[config.mk]
export PLATFORM = sky130hd
export DESIGN_NAME = mem_lsu
export DESIGN_NICKNAME = d
export VERILOG_FILES = /design/src/rtl/mem_lsu.sv
export SDC_FILE = /design/constraint.sdc
export NUM_CORES = 1
export LEC_CHECK = 0
export ABC_AREA = 1
export CORE_MARGIN = 2
export CORE_UTILIZATION = 48
export CTS_CLUSTER_DIAMETER = 30
export DETAILED_ROUTE_END_ITERATION = 8
export PLACE_DENSITY = 0.93
export SLEW_MARGIN = 0
export SYNTH_ARGS = -nofsm -noshare
export SYNTH_HDL_FRONTEND = slang
export SYNTH_SLANG_ARGS = --single-unit
[constraint.sdc]
create_clock -name clk -period 3.45 [get_ports clk]
set_clock_uncertainty 0.2 [all_clocks]
set_input_delay 0.69 -clock clk [delete_from_list [all_inputs] [get_ports clk]]
set_output_delay 0.69 -clock clk [all_outputs]
set_load 0.01 [all_outputs]
[src/rtl/mem_lsu.sv]
// Load/store unit for the MEM stage: maps byte/halfword/word loads and stores
// onto a word-wide memory that has only a whole-word write enable. Sub-word
// stores run a read-modify-write sequence; loads are lane-extracted and
// sign- or zero-extended before they go to the MEM/WB register.
module mem_lsu #(
  parameter int AW         = 32,
  parameter bit LITTLE_END = 1'b1
) (
  input  logic          clk,
  input  logic          rst,
  input  logic          req_valid,
  input  logic [2:0]    req_op,
  input  logic [AW-1:0] req_addr,
  input  logic [31:0]   req_wdata,
  output logic          req_ready,
  output logic          stall,
  output logic [AW-1:0] mem_addr,
  output logic [31:0]   mem_wdata,
  output logic          mem_we,
  input  logic [31:0]   mem_rdata,
  output logic [31:0]   load_data,
  output logic          load_valid,
  output logic          misalign,
  output logic [AW-1:0] fault_addr
);

  localparam logic [2:0] OP_LB  = 3'b000;
  localparam logic [2:0] OP_LBU = 3'b001;
  localparam logic [2:0] OP_LH  = 3'b010;
  localparam logic [2:0] OP_LHU = 3'b011;
  localparam logic [2:0] OP_LW  = 3'b100;
  localparam logic [2:0] OP_SH  = 3'b110;
  localparam logic [2:0] OP_SW  = 3'b111;

  typedef enum logic [2:0] {IDLE, RD, WR, RMW_RD, RMW_WR} state_t;

  state_t          state, state_n;
  logic [2:0]      op_p0;
  logic [AW-1:0]   addr_p0;
  logic [31:0]     wdata_p0;
  logic [31:0]     merge_p1;
  logic            accept;
  logic            mis_req;

  // Bit offset of the addressed byte inside the word, honouring lane order.
  function automatic logic [4:0] byte_shift(input logic [1:0] a);
    logic [1:0] lane;
    lane = LITTLE_END ? a : ~a;
    return {lane, 3'b000};
  endfunction

  // Bit offset of the addressed halfword inside the word.
  function automatic logic [4:0] half_shift(input logic a);
    logic lane;
    lane = LITTLE_END ? a : ~a;
    return {lane, 4'b0000};
  endfunction

  // Pick the addressed lane out of a memory word and extend it to 32 bits.
  function automatic logic [31:0] extract(input logic [2:0] op, input logic [1:0] a,
                                          input logic [31:0] word);
    logic [31:0]        bword, hword;
    logic signed [7:0]  b;
    logic signed [15:0] h;
    logic signed [31:0] res;
    bword = word >> byte_shift(a);
    hword = word >> half_shift(a[1]);
    b     = signed'(bword[7:0]);
    h     = signed'(hword[15:0]);
    case (op)
      OP_LB:   res = b;
      OP_LBU:  res = {24'b0, bword[7:0]};
      OP_LH:   res = h;
      OP_LHU:  res = {16'b0, hword[15:0]};
      default: res = word;
    endcase
    return res;
  endfunction

  // Replace the addressed byte/halfword of the old word, keeping other lanes.
  function automatic logic [31:0] merge(input logic [2:0] op, input logic [1:0] a,
                                        input logic [31:0] old, input logic [15:0] wd);
    logic [31:0] mask, ins;
    if (op == OP_SH) begin
      mask = 32'h0000_FFFF << half_shift(a[1]);
      ins  = {16'b0, wd} << half_shift(a[1]);
    end else begin
      mask = 32'h0000_00FF << byte_shift(a);
      ins  = {24'b0, wd[7:0]} << byte_shift(a);
    end
    return (old & ~mask) | ins;
  endfunction

  // Alignment check on the raw request, used at acceptance.
  always_comb begin
    mis_req = 1'b0;
    case (req_op)
      OP_LH, OP_LHU, OP_SH: mis_req = req_addr[0];
      OP_LW, OP_SW:         mis_req = |req_addr[1:0];
      default:              mis_req = 1'b0;
    endcase
  end

  assign req_ready = (state == IDLE);
  assign accept    = req_valid & req_ready;
  assign stall     = req_valid & ~req_ready;
  assign mem_addr  = {addr_p0[AW-1:2], 2'b00};

  // FSM state register; reset aborts any operation in flight.
  always_ff @(posedge clk) begin
    if (rst) state <= IDLE;
    else     state <= state_n;
  end

  // Next-state and memory-side outputs; write enable is gated by reset.
  always_comb begin
    state_n   = state;
    mem_we    = 1'b0;
    mem_wdata = wdata_p0;
    case (state)
      IDLE: begin
        if (accept && !mis_req) begin
          if (req_op <= OP_LW)      state_n = RD;
          else if (req_op == OP_SW) state_n = WR;
          else                      state_n = RMW_RD;
        end
      end
      RD:     state_n = IDLE;
      WR: begin
        state_n = IDLE;
        mem_we  = ~rst;
      end
      RMW_RD: state_n = RMW_WR;
      RMW_WR: begin
        state_n   = IDLE;
        mem_we    = ~rst;
        mem_wdata = merge(op_p0, addr_p0[1:0], merge_p1, wdata_p0[15:0]);
      end
      default: state_n = IDLE;
    endcase
  end

  // Stage p0: request capture, misalign flag; p1: merge word and load result.
  always_ff @(posedge clk) begin
    if (rst) begin
      op_p0      <= '0;
      addr_p0    <= '0;
      wdata_p0   <= '0;
      merge_p1   <= '0;
      load_data  <= '0;
      load_valid <= 1'b0;
      misalign   <= 1'b0;
      fault_addr <= '0;
    end else begin
      load_valid <= 1'b0;
      misalign   <= 1'b0;
      if (accept) begin
        op_p0    <= req_op;
        addr_p0  <= req_addr;
        wdata_p0 <= req_wdata;
        if (mis_req) begin
          misalign   <= 1'b1;
          fault_addr <= req_addr;
        end
      end
      if (state == RMW_RD) merge_p1 <= mem_rdata;
      if (state == RD) begin
        load_data  <= extract(op_p0, addr_p0[1:0], mem_rdata);
        load_valid <= 1'b1;
      end
    end
  end

endmodule
# Yosys cells after proc, flatten, opt, wreduce, memory -nomap -nowiden
# Cells that the tools add are included.
classes:
  shifts: 6
  bitwise_logic: 8
  reduce_logical: 10
  n_lt_le_gt_ge: 1
  n_mux: 14
  eq_ne: 14
ops:
  columns: ["op", "n"]
  rows:
  - ["two-way mux 32 bit", 5]
  - ["case mux 32 bit (4 select lines)", 1]
  - ["AND 32 bit", 1]
  - ["NOT 32 bit", 1]
  - ["OR 32 bit", 1]
  - ["<< shifter 16 x 5 -> 32 bit", 1]
  - ["<< shifter 16 x 5 -> 32 bit, first input constant", 1]
  - ["<< shifter 8 x 5 -> 32 bit", 1]
  - ["<< shifter 8 x 5 -> 32 bit, first input constant", 1]
  - ["right shift 32 x 5 -> 16 bit", 1]
  - ["right shift 32 x 5 -> 8 bit", 1]
  - ["equality test 3 x 2 -> 1 bit, second input constant", 6]
  - ["equality test 3 bit, second input constant", 5]
  - ["OR reduction 2 bit", 4]
  - ["equality test 3 x 1 -> 1 bit, second input constant", 2]
  - ["zero test 3 bit", 2]
  - ["case mux 3 bit (2 select lines)", 1]
  - ["two-way mux 1 bit", 4]
  - ["less-or-equal comparator 3 bit, second input constant", 1]
  - ["two-way mux 3 bit", 1]
  - ["NOT 1 bit", 3]
  - ["OR reduction 3 bit", 1]
  - ["AND 1 bit", 2]
  - ["two-way mux 2 bit", 1]
  - ["5 further kinds", 5]
totals:
  output_inout_bits: 133
  reg_bits: 168

# Depth between registers and ports, before layout
# Gate-level depths: netlist (run 1).
logic_depth:
  ltp_word: 7
  mapped_depth: 9
  ltp_nobuf: 9

# Worst setup path before layout (run 1)
# OpenSTA, ideal clock, no wires.
synth_path:
  kind: "register -> output"
  startpoint: "reg op_p0[2]"
  endpoint: "out mem_wdata[6]"
  setup_slack_ps: 1278
  arrival_time_ps: 1282
  n_path_buf: 2
  stages_incl_launch_ff: 9
  path_cell_list: "dfxtp_1 -> buf_4 -> nand3_2 -> nand2_1 -> nand2_1 -> nand2_2 -> buf_4 -> nor2_1 -> a21oi_1"
synth_via:
  elab_chain_len: 7
  elab_cells_between_ends: 9
  classes_between: "eq/ne: 1; mux: 5; bitwise: 3"
synth_rtl:
  columns: ["element", "line", "source"]
  rows:
  - ["start: declaration", "38", "logic [2:0] op_p0;"]
  - ["start signal: assignment", "158", "op_p0 <= req_op;"]
  - ["equality test 3 bit *", "84", "if (op == OP_SH) begin"]
  - ["two-way mux 32 bit", "84", null]
  - ["two-way mux 32 bit", "120", "case (state)"]
  - ["NOT 32 bit", "91", "return (old & ~mask) | ins;"]
  - ["AND 32 bit", "91", null]
  - ["OR 32 bit *", "91", null]
  - ["two-way mux 32 bit *", "120", null]
  - ["end: declaration", "18", "output logic [31:0] mem_wdata,"]
# Mark *: on every way between the ends. The rest lies on a longest branch, timed or not. The select of a mux whose other input is x is not followed.

# Worst setup path in the final report (run 1)
layout_path:
  startpoint: "reg addr_p0[0]"
  endpoint: "out mem_wdata[30]"
layout_via:
  elab_chain_len: 7
  elab_cells_between_ends: 10
  classes_between: "shift: 2; mux: 5; bitwise: 3"
layout_rtl:
  columns: ["element", "line", "source"]
  rows:
  - ["start: declaration", "39", "logic [AW-1:0] addr_p0;"]
  - ["start signal: assignment", "159", "addr_p0 <= req_addr;"]
  - ["<< shifter 8 x 5 -> 32 bit", "88", "mask = 32'h0000_00FF << byte_shift(a);"]
  - ["two-way mux 32 bit", "84", null]
  - ["two-way mux 32 bit", "120", null]
  - ["NOT 32 bit", "91", null]
  - ["AND 32 bit", "91", null]
  - ["OR 32 bit *", "91", null]
  - ["two-way mux 32 bit *", "120", null]
# Marked as above.

==> results of run 1 <==
==> worst register-to-register path, cell delays in order, from the launching register on <==
cell and delay (ns):
dfxtp_1 0.33, buf_4 0.22, inv_1 0.14, buf_4 0.22, o211ai_1 0.11, nand2_1 0.07, nand2_1 0.61, nand3_1 0.19
nand2_1 0.11, inv_1 0.04
==> registers in the layout, summed over array words and instances (netlist names) <==
signal / flops
addr_p0: 32
fault_addr: 32
load_data: 32
load_valid: 1
merge_p1: 32
misalign: 1
op_p0: 3
state: 3
wdata_p0: 32
==> cell type report <==
type / count / area share [%]
Antenna cell: 1 / 0.02440
Clock buffer: 21 / 4.392
Clock inverter: 9 / 1.464
Inverter: 58 / 2.147
Multi-Input combinational cell: 728 / 32.76
Sequential cell: 168 / 32.81
Tap cell: 188 / 2.294
Timing Repair Buffer: 246 / 24.11
==> where the power goes <==
part | internal [W] | switching, W
sequential | 0.00205 | 0.0000672
clock | 0.00122 | 0.000750
combinational | 0.000403 | 0.000462
==> through the flow <==
stage / cells / worst slack (ns) / power, W
after detailed placement: 1388 / 0.3899 / 0.002998
after global placement: 1388 / 0.4985 / 0.002983
after global routing: 1418 / -0.03231 / 0.005123
after CTS: 1418 / 0.03075 / 0.004951
after floorplan: 1057 / 1.278 / 0.002589
final: 1419 / 0.1081 / 0.004947
==> path summary, 6_finish.rpt <==
kind | start | endpoint | slack (ns) | cells after the start
worst max-delay path | addr_p0[0]$_SDFFE_PP0N_ | mem_wdata[30] | 0.11 | 6
worst min-delay path | merge_p1[27]$_SDFFE_PP0N_ | merge_p1[27]$_SDFFE_PP0N_ | 0.25 | 2
worst max register to register | addr_p0[1]$_SDFFE_PP0N_ | load_data[20]$_SDFFE_PP0P_ | 1.11 | 9
worst min register to register | merge_p1[27]$_SDFFE_PP0N_ | merge_p1[27]$_SDFFE_PP0N_ | 0.25 | 2
==> per-layer routing <==
| metal | vias up | global-route usage (%) |
|---|---|---|
| met5 | - | 0 |
| met4 | 0 | 12.79 |
| met3 | 85 | 7.734 |
| met2 | 473 | 45.53 |
| met1 | 3567 | 35.62 |
| li1 | 3762 | - |
==> cells in the final DEF, fill, tap and decap left out, drive strengths merged <==
cell           count
buf               15
nor3               4
inv               57
o211ai             2
a21boi             1
nor3b              1
clkdlybuf4s50    231
or2                1
bufinv             4
clkinv             4
diode              1
nand2            274
a31oi             13
nand3             71
conb               2
nand4              4
o21ai             93
nor2              81
o21a              17
clkinvlp           2
a21oi            156
o22ai              8
clkbuf            21
dfxtp            168
==> timing repair <==
item / CTS / global route
hold endpoints to repair: 0 / 0
endpoints found under the setup margin: 2 / 24
setup buffers: 0 / 0
gates resized for setup: 1 / 6
==> logic make-up after synthesis <==
family	after synthesis	share of synthesized area, %
other cells	1	0.05019
flops	168	45.01
compound gates	290	20.45
simple gates	436	24.03
buf+inv	161	10.47
==> results.toml, run 1 <==
[detailed_routing]
m1WireLength_um = 9499
drt-initial-drc-count = 873
wl_um = 24050
drc = 0
routed_via_density = 5.558
drt_first_pass_iters = 6
vias = 7887
dr_wl_met2_um = 11060
wl_met3_um = 2521
antenna_left = 0
post_drt_wl_per_cell_um = 16.95
top_layer_used = "met4"

[setup_path]
setup.worst_path.start_class = "flip-flop"
max_stage_delay_ns = 0.62
required_ns = 2.56
critical_path.slowest_cell = "dfxtp_1"
cp_top_family = "buffers and inverters"
crit_path_max_fanout = 12
cp.arrival_ns = 2.45
path_class = "reg2out"
crit_path_end_kind = "output pin"
crit_buf_inv = 3
cp_cell_sequence = "inv_1 -> a21oi_1 -> inv_1 -> a21oi_1 -> nor2_1 -> clkdlybuf4s50_1"

[floorplanning]
ioPinCount = 235
die_area_um2 = 16580
core-area_um2 = 15200
std_cell_rows = 45
start_util_pct = 49.15
fp.dieH_um = 128.8
die_w_um = 128.8

[synthesis]
synth-main-ff-cell = "dfxtp_1"
synthArstFlopShare_pct = 0
synth-seq-cells = 168
syn_avg_cell_area_um2 = 7.076
synth_area_leader_cell = "dfxtp_1"
synth.top_cell.area_share_pct = 45.01
yosys-top-cells-count = "nand2_1 (270), dfxtp_1 (168), a21oi_1 (156)"
seq_area_frac_synth_pct = 45.01
syn_area_um2 = 7472
syn_inst = 1056
synth_edf_count = 0
ys_types = 31
synth_most_common_cell = "nand2_1"
ys_warn_count = 0
yosys-top-cells-area = "dfxtp_1 (45%), nand2_1 (14%), a21oi_1 (10%)"

[cts]
clockBufferDepth = 2
cts.sinks = 168
cts_made_buffers = 17
clk_latency_ns = 0.42
cts_hold_buf = 0
h-tree-depth = 4
cts_root_buffer = "clkbuf_16"
cts_tree = "built"
clkTransAtPathRegs_ns = 0.06

[min_path]
holdCritPathClass = "reg2reg"

[sta]
fmax_mhz = 299.2
setup_tns_ns = 0
worstMarginPinSlew_ns = 0.8807
finalCritPeriodShare_pct = 96.87
timing.hold.ws_ns = 0.2473
relSlewSlack_pct = 41.28
slew_violations = 0
layout_min_cycle_time_ns = 3.342
hold_violations = 0
rsz0062_at_grt = "yes"
setup_viol = 0

[cells_and_area]
multi_input_area_um2 = 3359
fillers = 1245
finish.instance_area_um2 = 10250
drive_above_1_share_pct = 4.959
fin_util_pct = 67.46
regArea_um2 = 3364
nNetsFinal = 1321
synthToLayoutAreaGrowth_pct = 37.24

[power]
vdd_ir_drop_max_mv = 0.3268
power_per_cell_area_nw_per_um2 = 482.4
p_leak_nw = 3.985

[global_route]
grt_pass1_wl_um = 37090
grt_max_degree = 85
grt_usage_pct = 28.31
grt_pass1_vias = 7109
antenna_found_initial = 1
gr-total-overflow = 0

[placed_design]
port_buffers = 232
placed_area_um2 = 9628
gp_congestion = 0.9441
dpl.hpwl_um = 16910

[flow_run]
drv_cap = 0

[outcome]
status = "completed"
(Power assumes the default switching activity.)
==> inputs of run 2 (changes only) <==
--- a/config.mk
+++ b/config.mk
@@ -10,7 +10,7 @@
 export CORE_UTILIZATION = 48
 export CTS_CLUSTER_DIAMETER = 30
 export DETAILED_ROUTE_END_ITERATION = 8
-export PLACE_DENSITY = 0.93
+export PLACE_DENSITY_LB_ADDON = 0.2
 export SLEW_MARGIN = 0
 export SYNTH_ARGS = -nofsm -noshare
 export SYNTH_HDL_FRONTEND = slang
==> run 2 against run 1 <==
  * Maximum frequency up 1.6%
  * Critical path depth up 1
  * Hold slack better by 0.0049 ns
  * Power down 0.55%
  * Clock power about the same
  * Utilization about the same
  * Combinational power down 0.6%
  * Die area unchanged
==> results.toml, run 2 (same netlist as run 1, synthesis figures left out) <==
[sta]
slew_violations = 0
fmax_mhz = 303.9
finalCritPeriodShare_pct = 95.38
layout_min_cycle_time_ns = 3.291
relSlewSlack_pct = 41.53
worstMarginPinSlew_ns = 0.8770
setup_viol = 0
hold_violations = 0
setup_slack_ns = 0.1594
setup_tns_ns = 0
rsz0062_at_grt = "no"

[power]
p_int_w = 0.003587
comb_power_share_pct = 17.5
power_per_cell_area_nw_per_um2 = 479.6
p_sw_w = 0.001332
p_clk_share_pct = 39.6
p_leak_nw = 3.981
vdd_ir_drop_max_mv = 0.3426
power_frac_seq_pct = 42.9
p_sw_share_pct = 27.08
p_total_w = 0.004919

[cells_and_area]
synthToLayoutAreaGrowth_pct = 37.27
layout_common_cells = "nand2_1 (269), clkdlybuf4s50_1 (231), dfxtp_1 (167)"
nNetsFinal = 1324
finalNonFillerCells = 1424
mostFrequentLayoutCell = "nand2_1"
fin_util_pct = 67.47
drive_above_1_share_pct = 5.506

[placed_design]
place_inst = 1391
dpl.hpwl_um = 16640
port_buffers = 232
gp_congestion = 0.8931
dp_slack_ns = 0.4220

[detailed_routing]
vias = 7631
routed_via_density = 5.359
drc = 0
antenna_left = 0
post_drt_wl_per_cell_um = 16.52
drt-initial-drc-count = 672
wl_um = 23520
drt_first_pass_iters = 5

[floorplanning]
core-area_um2 = 15200
std_cell_rows = 45
ioPinCount = 235
die_w_um = 128.8
start_util_pct = 49.15
fp.dieH_um = 128.8
die_area_um2 = 16580

[setup_path]
crit_path_end_kind = "output pin"
setup.worst_path.start_class = "flip-flop"
crit_path_max_fanout = 18
required_ns = 2.56
cp.arrival_ns = 2.40
path_class = "reg2out"

[global_route]
grt_usage_pct = 27.85
grt_pass1_vias = 6989
antenna_found_initial = 1
grt_max_degree = 85
grt_pass1_wl_um = 36340
gr-total-overflow = 0

[cts]
cts_root_buffer = "clkbuf_16"
h-tree-depth = 4
clockBufferDepth = 2
cts_setup_buffers = 0
cts_tree = "built"
cts_made_buffers = 17
cts_hold_buf = 0
clkTransAtPathRegs_ns = 0.06
cts.sinks = 168
clk_latency_ns = 0.42

[flow_run]
drv_cap = 0

[outcome]
status = "completed"

[min_path]
holdCritPathClass = "reg2reg"
run 2: cell count changes in the layout (fill, tap and decap cells not counted), sizes merged:
cell      change
inv           +4
clkinvlp      +1
bufinv        -2
buf           +3
clkinv        -1
run 2: cell type report:
class,instances,area [µm²]
sequential,168,3364
timing repair buffer,249,2470
tap,188,235.2
fill,1361,4945
antenna,1,2.502
clock inverter,11,136.4
inverter,58,220.2
clock buffer,21,470.5
multi-input combinational,728,3358
run 2: repair_timing:
action	CTS	global route
resized for setup	1	5
endpoints found under the setup margin	3	21
pin swaps	0	0
run 2: critical path: stages (launching register included):
cell             delay (ns)
dfxtp_1                0.34
buf_4                  0.22
inv_1                  0.13
a21oi_1                0.37
inv_1                  0.11
a21oi_1                0.24
nor2_1                 0.06
clkdlybuf4s50_1        0.50
run 2: power by group through the flow:
| stage | logic (W) | clock network [W] | registers, W |
|---|---|---|---|
| 2_1_floorplan | 0.000433 | 0 | 0.00216 |
| 3_3_place_gp | 0.000845 | 0 | 0.00215 |
| 3_5_place_dp | 0.000849 | 0 | 0.00215 |
| 4_1_cts | 0.000855 | 0.00198 | 0.00211 |
| 5_1_grt | 0.000937 | 0.00207 | 0.00212 |
| 6_report | 0.000860 | 0.00195 | 0.00211 |
run 2: final timing paths:
kind / start / endpoint / slack [ns] / depth (start not counted)
worst min-delay path: merge_p1[26]$_SDFFE_PP0N_ / merge_p1[26]$_SDFFE_PP0N_ / 0.25 / 2
worst max register to register: state[0]$_SDFFE_PP0P_ / fault_addr[4]$_SDFFE_PP0P_ / 1.33 / 9
worst max-delay path: addr_p0[1]$_SDFFE_PP0N_ / mem_wdata[31] / 0.16 / 7
worst min register to register: merge_p1[26]$_SDFFE_PP0N_ / merge_p1[26]$_SDFFE_PP0N_ / 0.25 / 2
run 2: routing by layer:
layer | wire, µm | track usage, % | vias to the layer above | share of wire [%]
met1 | 10220 | 36.80 | 3502 | 43
met4 | 635 | 10.68 | 0 | 2.7
li1 | - | - | 3778 | -
met3 | 1791 | 7.110 | 53 | 7.6
met5 | 0 | 0 | - | 0
met2 | 10870 | 43.95 | 298 | 46
run 2: stage by stage:
| step | hold WS, ns | cell area [µm²] |
|---|---|---|
| 5_1_grt | 0.2710 | 10250 |
| 3_3_place_gp | 0.2378 | 9625 |
| 6_report | 0.2522 | 10260 |
| 3_5_place_dp | 0.2448 | 9625 |
| 4_1_cts | 0.2536 | 10230 |
| 2_1_floorplan | 0.2245 | 7476 |
==> inputs of run 3 (changes only) <==
--- a/config.mk
+++ b/config.mk
@@ -6,6 +6,7 @@
 export NUM_CORES = 1
 export LEC_CHECK = 0
 export ABC_AREA = 1
+export CAP_MARGIN = 15
 export CORE_MARGIN = 2
 export CORE_UTILIZATION = 48
 export CTS_CLUSTER_DIAMETER = 30
==> constraint.sdc (replaced) <==
create_clock -name clk -period 3.45 [get_ports clk]
set_clock_uncertainty 0.2 [all_clocks]
set_input_delay 0.5175 -clock clk [delete_from_list [all_inputs] [get_ports clk]]
set_output_delay 0.5175 -clock clk [all_outputs]
set_load 0.01 [all_outputs]
==> run 3 against run 2 <==
  * Clock power barely moved
  * Register-to-register slack worse by 0.20 ns
  * Utilization fell by 0.15 points
  * Count of clock-buffer cells in the layout unchanged
  * Critical path depth down 1
  * Critical endpoint is now mem_wdata[8]
  * Largest cell class unchanged
  * Die area is the same
  * Final area fell by 0.22%
  * Power grew 0.56%
  * Setup slack worse by 0.0070 ns
==> results.toml, run 3 (same netlist as run 1, synthesis figures left out) <==
[placed_design]
dpl.hpwl_um = 16720
place_inst = 1392
port_buffers = 232
gp_congestion = 0.9362
placed_area_um2 = 9608

[setup_path]
cp_top_family = "buffers and inverters"
cp.arrival_ns = 2.58
r2r_cells = 9
critical_path.slowest_cell = "o21ai_1"
r2r-end = "load_data[18]$_SDFFE_PP0P_"
r2r_start = "addr_p0[1]$_SDFFE_PP0N_"
cp_cell_sequence = "buf_4 -> nand3_2 -> o21ai_1 -> nand2_1 -> nand2_1 -> clkdlybuf4s50_1"
required_ns = 2.73
path_common_cell = "nand2_1"
startpoint = "op_p0[1]$_SDFFE_PP0N_"
crit_path_end_kind = "output pin"
crit_path_max_fanout = 12
path_class = "reg2out"
reg2reg_setup_slack_ns = 1.13
crit_buf_inv = 2
setup.worst_path.start_class = "flip-flop"
max_stage_delay_ns = 0.62

[cells_and_area]
nNetsFinal = 1325
layout_common_cells = "nand2_1 (270), clkdlybuf4s50_1 (231), dfxtp_1 (168)"
drive_above_1_share_pct = 5.425
fin_util_pct = 67.33
mostFrequentLayoutCell = "nand2_1"
finish.instance_area_um2 = 10230
synthToLayoutAreaGrowth_pct = 36.97
n_antenna_cell = 0
finalNonFillerCells = 1423
regArea_um2 = 3363
fillers = 1372
multi_input_area_um2 = 3352

[global_route]
gr-total-overflow = 0
grt_pass1_wl_um = 36270
grt_usage_pct = 27.82
grt_pass1_vias = 6757
grt_max_degree = 82
antenna_found_initial = 0

[cts]
clockBufferDepth = 2
h-tree-depth = 4
cts_tree = "built"
cts.sinks = 168
cts_root_buffer = "clkbuf_16"
clkTransAtPathRegs_ns = 0.06
cts_made_buffers = 17
clk_latency_ns = 0.42

[floorplanning]
std_cell_rows = 45
core-area_um2 = 15200
fp.dieH_um = 128.8
die_area_um2 = 16580
start_util_pct = 49.15
die_w_um = 128.8
ioPinCount = 235

[sta]
fmax_mhz = 303.3
finalCritPeriodShare_pct = 95.58
slew_violations = 0
worstMarginPinSlew_ns = 0.8054
relSlewSlack_pct = 46.30
layout_min_cycle_time_ns = 3.298
hold_violations = 0
rsz0062_at_grt = "yes"
timing.hold.ws_ns = 0.2546
setup_viol = 0

[detailed_routing]
drc = 0
post_drt_wl_per_cell_um = 16.70
drt-initial-drc-count = 745
antenna_left = 0
drt_first_pass_iters = 7
vias = 7609
wl_um = 23770
routed_via_density = 5.347

[min_path]
min_from = "merge_p1[26]$_SDFFE_PP0N_"
holdPathStages = 2
hold_end = "merge_p1[26]$_SDFFE_PP0N_"
holdCritPathClass = "reg2reg"

[outcome]
status = "completed"

[flow_run]
drv_cap = 0

[power]
vdd_ir_drop_max_mv = 0.3488
power_per_cell_area_nw_per_um2 = 483.4
p_leak_nw = 3.988
==> run 3: cell count changes in the layout (fill, tap and decap cells not counted), sizes merged <==
cell / delta
inv: -2
bufinv: +1
clkinv: +2
buf: +1
clkinvlp: -2
diode: -1
==> run 3: layout make-up <==
class	instances	area share, %
flip-flops and latches	168	32.86
multi-input cells	728	32.75
repair buffers	250	23.96
clock buffers	21	4.597
well taps	188	2.298
inverters	58	2.152
clock inverters	10	1.381
==> run 3: report_power, final <==
part | switching [W] | leakage [nW] | total [W] | internal, W
logic | 0.000452 | 2.31 | 0.000849 | 0.000397
clock network | 0.000787 | 0.301 | 0.00198 | 0.00120
registers | 0.0000684 | 1.37 | 0.00211 | 0.00205
==> run 3: worst register-to-register path, stage by stage (launching register included) <==
cell and delay (ns):
dfxtp_1 0.35, buf_4 0.23, inv_1 0.14, buf_4 0.22
o211ai_1 0.12, nand2_1 0.07, nand2_1 0.56, nand3_1 0.20
nand2_1 0.11, inv_1 0.04
==> run 3: routing by layer <==
metal / vias to the layer above / share of wire, % / track usage (%)
met5: - / 0 / 0
met4: 0 / 2.7 / 11.00
met3: 47 / 8.0 / 7.110
met2: 334 / 46 / 42.89
met1: 3450 / 44 / 37.45
li1: 3778 / - / -
==> run 3: worst max path at each step <==
stage	cells after the start	to	slack [ns]
after floorplan	8	mem_wdata[6]	1.45
after global placement	6	mem_wdata[10]	0.46
after detailed placement	6	mem_wdata[8]	0.37
after CTS	7	mem_wdata[14]	0.20
after global routing	6	mem_wdata[13]	-0.007
final	6	mem_wdata[8]	0.15
==> run 3: timing repair <==
action | in CTS | in global routing
endpoints found under the setup margin | 18 | 5
resized for setup | 1 | 3
buffers inserted | 0 | 0
hold buffers | 0 | 0
==> run 3: metrics by stage <==
step / total power, W / TNS [ns] / setup WS [ns]
global placement: 0.002987 / 0 / 0.4624
global route: 0.005128 / -0.01106 / -0.006696
finish: 0.004947 / 0 / 0.1524
detailed placement: 0.002994 / 0 / 0.3708
floorplan: 0.002589 / 0 / 1.450
CTS: 0.004959 / 0 / 0.1981
